File: src/rtl/vec_mem_pkg.sv
// Shared constants and types for the unit-stride vector load/store engine.
package vec_mem_pkg;
    localparam int VLEN       = 8;
    localparam int ELEN       = 32;
    localparam int BEAT_W     = 128;
    localparam int ADDR_W     = 32;
    localparam int VREG_W     = VLEN * ELEN;
    localparam int NBEATS     = VREG_W / BEAT_W;
    localparam int EPB        = BEAT_W / ELEN;
    localparam int BEAT_BYTES = BEAT_W / 8;
    localparam int OFF_W      = $clog2(BEAT_BYTES);
    localparam int CNT_W      = $clog2(NBEATS + 1);
    localparam int IDX_W      = (NBEATS > 1) ? $clog2(NBEATS) : 1;

    typedef enum logic [2:0] {IDLE, ISSUE, DRAIN, WB, FINISH, ERR} state_e;
endpackage

File: src/rtl/vec_beat_buffer.sv
// NBEATS x BEAT_W register: bulk-loaded with store data at accept, or filled
// one lane per returned load beat; always read out at full width.
module vec_beat_buffer
    import vec_mem_pkg::*;
(
    input  logic                           clock,
    input  logic                           reset_n,
    input  logic                           load_all,
    input  logic [NBEATS-1:0][BEAT_W-1:0]  load_data,
    input  logic                           wr_en,
    input  logic [IDX_W-1:0]               wr_idx,
    input  logic [BEAT_W-1:0]              wr_data,
    output logic [NBEATS-1:0][BEAT_W-1:0]  rd_data
);
    for (genvar g = 0; g < NBEATS; g++) begin : g_lane
        logic [BEAT_W-1:0] lane_q;

        always_ff @(posedge clock or negedge reset_n) begin
            if (!reset_n)
                lane_q <= '0;
            else if (load_all)
                lane_q <= load_data[g];
            else if (wr_en && wr_idx == IDX_W'(g))
                lane_q <= wr_data;
        end

        assign rd_data[g] = lane_q;
    end
endmodule

File: src/rtl/vector_mem_unit.sv
// Unit-stride vle32/vse32 engine: splits one vector register into DTIM beats,
// assembles load beats into a single VRF write and pulses done on completion.
module vector_mem_unit
    import vec_mem_pkg::*;
(
    input  logic                    clock,
    input  logic                    reset_n,
    input  logic                    req_valid,
    output logic                    req_ready,
    input  logic                    req_is_store,
    input  logic [ADDR_W-1:0]       req_base,
    input  logic [4:0]              req_vreg,
    input  logic [VREG_W-1:0]       req_sdata,
    output logic                    mem_req_valid,
    input  logic                    mem_req_ready,
    output logic [ADDR_W-1:0]       mem_req_addr,
    output logic                    mem_req_we,
    output logic [BEAT_W-1:0]       mem_req_wdata,
    output logic [BEAT_W/8-1:0]     mem_req_wmask,
    input  logic                    mem_resp_valid,
    input  logic [BEAT_W-1:0]       mem_resp_rdata,
    output logic                    vrf_we,
    output logic [4:0]              vrf_waddr,
    output logic [VREG_W-1:0]       vrf_wdata,
    output logic                    done,
    output logic                    err_misaligned
);
    state_e                         state, state_nx;
    logic [CNT_W-1:0]               issue_cnt, resp_cnt;
    logic                           is_store_q;
    logic [ADDR_W-1:0]              base_q;
    logic [4:0]                     vreg_q;
    logic [NBEATS-1:0][BEAT_W-1:0]  beat_buf;
    logic accept, issuing, issue_fire, last_issue, resp_en, resp_done, misaligned;

    assign accept     = req_valid && req_ready;
    assign issuing    = (state == ISSUE);
    assign issue_fire = issuing && mem_req_ready;
    assign last_issue = (issue_cnt == CNT_W'(NBEATS - 1));
    assign misaligned = (req_base[OFF_W-1:0] != '0);
    // Responses outside an active load (or beyond the last beat) are dropped.
    assign resp_en    = mem_resp_valid && !is_store_q && (state == ISSUE || state == DRAIN)
                        && (resp_cnt != CNT_W'(NBEATS));
    assign resp_done  = (resp_cnt == CNT_W'(NBEATS))
                        || (resp_en && resp_cnt == CNT_W'(NBEATS - 1));

    vec_beat_buffer u_buf (
        .clock     (clock),
        .reset_n   (reset_n),
        .load_all  (accept),
        .load_data (req_sdata),
        .wr_en     (resp_en),
        .wr_idx    (resp_cnt[IDX_W-1:0]),
        .wr_data   (mem_resp_rdata),
        .rd_data   (beat_buf)
    );

    always_ff @(posedge clock or negedge reset_n) begin
        if (!reset_n)
            state <= IDLE;
        else
            state <= state_nx;
    end

    always_comb begin
        state_nx = state;
        case (state)
            IDLE:    if (req_valid) state_nx = misaligned ? ERR : ISSUE;
            ISSUE:   if (issue_fire && last_issue) state_nx = is_store_q ? FINISH : DRAIN;
            DRAIN:   if (resp_done) state_nx = WB;
            WB:      state_nx = IDLE;
            FINISH:  state_nx = IDLE;
            ERR:     state_nx = IDLE;
            default: state_nx = IDLE;
        endcase
    end

    always_comb begin
        req_ready      = (state == IDLE);
        mem_req_valid  = issuing;
        mem_req_we     = issuing && is_store_q;
        mem_req_addr   = issuing ? base_q + (ADDR_W'(issue_cnt) << OFF_W) : '0;
        mem_req_wdata  = mem_req_we ? beat_buf[issue_cnt[IDX_W-1:0]] : '0;
        mem_req_wmask  = mem_req_we ? '1 : '0;
        vrf_we         = (state == WB);
        vrf_waddr      = vrf_we ? vreg_q : '0;
        vrf_wdata      = vrf_we ? beat_buf : '0;
        done           = (state == WB) || (state == FINISH) || (state == ERR);
        err_misaligned = (state == ERR);
    end

    always_ff @(posedge clock or negedge reset_n) begin
        if (!reset_n) begin
            issue_cnt  <= '0;
            resp_cnt   <= '0;
            is_store_q <= 1'b0;
            base_q     <= '0;
            vreg_q     <= '0;
        end else if (accept) begin
            issue_cnt  <= '0;
            resp_cnt   <= '0;
            is_store_q <= req_is_store;
            base_q     <= req_base;
            vreg_q     <= req_vreg;
        end else begin
            if (issue_fire) issue_cnt <= issue_cnt + 1'b1;
            if (resp_en)    resp_cnt  <= resp_cnt + 1'b1;
        end
    end
endmodule
File: config.mk
export PLATFORM = sky130hd
export DESIGN_NAME = vector_mem_unit
export DESIGN_NICKNAME = d
export VERILOG_FILES = /design/src/rtl/vec_mem_pkg.sv /design/src/rtl/vec_beat_buffer.sv /design/src/rtl/vector_mem_unit.sv
export SDC_FILE = /design/constraint.sdc
export NUM_CORES = 1
export LEC_CHECK = 0
export CORE_AREA = 4 4 339 341
export CTS_BUF_LIST = sky130_fd_sc_hd__clkbuf_16
export CTS_CLUSTER_SIZE = 14
export DETAILED_ROUTE_END_ITERATION = 6
export DIE_AREA = 0 0 343 345
export GPL_TIMING_DRIVEN = 1
export SYNTH_ARGS = -nofsm -noshare
export SYNTH_HDL_FRONTEND = slang
export SYNTH_HIERARCHICAL = 1
export SYNTH_SLANG_ARGS = --single-unit
File: constraint.sdc
create_clock -name clock -period 4.8 [get_ports clock]
set_input_delay 0.48 -clock clock [delete_from_list [all_inputs] [get_ports clock]]
set_output_delay 0.48 -clock clock [all_outputs]
set_load 0.1 [all_outputs]
==> run metrics <==
status=completed; First DRT Iteration DRCs=1279; worst min path class=primary input to register; CTS resizes=0; Critical Path AT=3480 ps; GRT overflow=0; cell row count=123; share of cells above drive strength 1=0.170; I/O pins=870; crit end category=primary output; Hold WS=492 ps; initial antenna violation count=33; syn nets=2611; largest net degree at the start of global routing=106; Setup Crit Path Kind=register to primary output; Total Wirelength=104 mm; Num CTS Buffers=41; Setup Skew=11.3 ps; area grow syn2layout=50.7%; cells on worst reg2reg path=6; synth unique cells=47; Initial DRT Pass Iterations=7; DR vias=20200; area of the multi-input gates=11000 um^2; Lkg Pwr=12.6 nW; die area=118000 um^2; Fillers=12000; post-synth top area share=0.372; WL/cell=23.5 um; Hold Path End=base_q[6]; mean post-synth cell area=9.30 um^2; area leader, netlist=dfrtp_1; Die H=345 um; Net count, final=3319; RSZ-0062 raised after global routing=false; worst endpoint required time=4320 ps; sequential fraction of the synthesis area=0.372; ANT nets after route=0; vias in the first global route=20000; top cells by count, synth=dfrtp_1 (301), and2_1 (270), nand2_1 (145); DIE WIDTH=343 um; Max VDD drop=0.522 mV; Clock Path Buffers=3; reg2reg end=u_buf/g_lane[0].lane_q[65]; Worst Path Max Fanout=15; count leader, synth=dfrtp_1; FF+latch count, synth=301; Post-Syn Area=20300 um^2; TritonCTS clock tree=yes; H-tree Lvls=2; max_cap viols=0; Hold Fails Final Rpt=0; Slew headroom=0.225; Sum Neg Setup Slack=0 ps; Core Area=112000 um^2; Initial Util=0.181; Post-synth EDFFs=0; f_max=253 MHz; Final Max Slew Viols=0; TritonCTS Sinks=301; Worst-Skew Late Latency=570 ps; CP startpoint kind=register; worst reg-to-reg setup slack=1490 ps; Detail Placement HPWL=78.4 mm; register area=7540 um^2; synth warn=6; Hold Path Origin=req_base[6]; clock root buffer=clkbuf_16; clk slew on worst S/H paths=60 ps; synth top area cells=dfrtp_1 (37%), and2_1 (8.3%), a221o_1 (6.3%); Final min period=3960 ps; DRC=0; Slew @ Worst Pin=1160 ps; number of buffers added on ports=869; via/cell ratio=4.57; Synth async-reset ratio=1.00; prevailing post-synth register cell=dfrtp_1; Final Setup Violations=0; reg2reg start=state[0]; final worst path period share=0.824; total power=19.9 mW; first-pass GRT wire length=147 mm; gr usage total=0.166; Hold Path Stages=3; RD Place Congestion=0.885; Cell Pwr Density=652 nW/um^2; Mapped Cells=2178
-- stage by stage --
step	std cells	setup slack, ps	area, um^2	utilization
2_1_floorplan	2178	511	20300	-
3_3_place_gp	4342	1430	29400	0.262
3_5_place_dp	4342	1440	29400	0.262
4_1_cts	4407	777	30500	0.273
5_1_grt	4414	717	30500	0.273
6_report	4420	843	30500	0.273
-- layout by cell type, fill, tap and decap left out, drive strengths merged, types with 8 or more instances in the layout --
master / count
clkinv: 11
clkdlybuf4s50: 521
nand4: 8
or3: 10
clkbuf: 41
nor2b: 131
nand4b: 128
and4bb: 32
mux2i: 128
nor4bb: 97
and2: 270
nand3: 9
dfrtp: 301
buf: 400
mux2: 36
a221o: 128
o21ai: 13
a21oi: 20
o311ai: 128
nor2: 144
nand2: 145
inv: 149
diode: 13
-- power breakdown --
part	total, mW	internal [mW]	switching [mW]
logic	12.0	3.80	8.23
registers	5.12	3.80	1.32
clock network	2.75	1.52	1.22
total	19.9	9.13	10.8
-- registers in the layout, indices dropped and copies added, names as in the netlist --
name	flops
u_buf/g_lane.lane_q	256
base_q	32
vreg_q	5
state	3
issue_cnt	2
resp_cnt	2
is_store_q	1
-- critical path, cell delays in order, from the launching register on --
cell and delay (ps):
dfrtp_4 430, ha_1 210, fa_1 260, nand2_1 140, or4b_4 670, or4_1 530, a21oi_1 430, buf_12 240
-- how the worst max path moves through the flow --
stage          slack (ps)    startpoint  depth (start not counted)                         end
6_report              840  issue_cnt[0]                          7            mem_req_addr[26]
3_3_place_gp         1430  issue_cnt[0]                          7            mem_req_addr[26]
2_1_floorplan         510      state[0]                         10  u_buf/g_lane[0].lane_q[11]
4_1_cts               780  issue_cnt[0]                          7            mem_req_addr[26]
5_1_grt               720  issue_cnt[0]                          7            mem_req_addr[26]
3_5_place_dp         1440  issue_cnt[0]                          7            mem_req_addr[26]
-- cell families (layout without fill, tap and decap cells) --
group / count (synthesis) / count (layout) / synth area share
compound gates: 304 / 304 / 0.133
xor+xnor: 11 / 11 / 0.00476
fa+ha+maj: 6 / 6 / 0.00408
buf+inv: 394 / 1123 / 0.0861
flops: 301 / 301 / 0.372
mux: 164 / 164 / 0.0832
other cells: 0 / 13 / 0
simple gates: 998 / 998 / 0.317
-- repair_timing --
action                     CTS  global route
setup endpoints to repair    0             0
setup buffers                0             0
hold endpoints to repair    80             0
hold buffers                 1             0
-- layout make-up --
| class | instances | share of cell area |
|---|---|---|
| Tap cell | 1500 | 0.0615 |
| Timing Repair Buffer | 922 | 0.276 |
| Inverter | 137 | 0.0171 |
| Antenna cell | 13 | 0.00107 |
| Clock inverter | 23 | 0.00316 |
| Sequential cell | 301 | 0.247 |
| Multi-Input combinational cell | 1483 | 0.361 |
| Clock buffer | 41 | 0.0336 |
-- layer usage --
metal,up-vias,wire (um),track usage
li1,9268,-,-
met1,9914,41900,0.205
met2,833,47900,0.265
met3,147,10700,0.0624
met4,20,3400,0.0573
met5,-,149,0
Note: power is estimated with default switching activity, not from simulation.
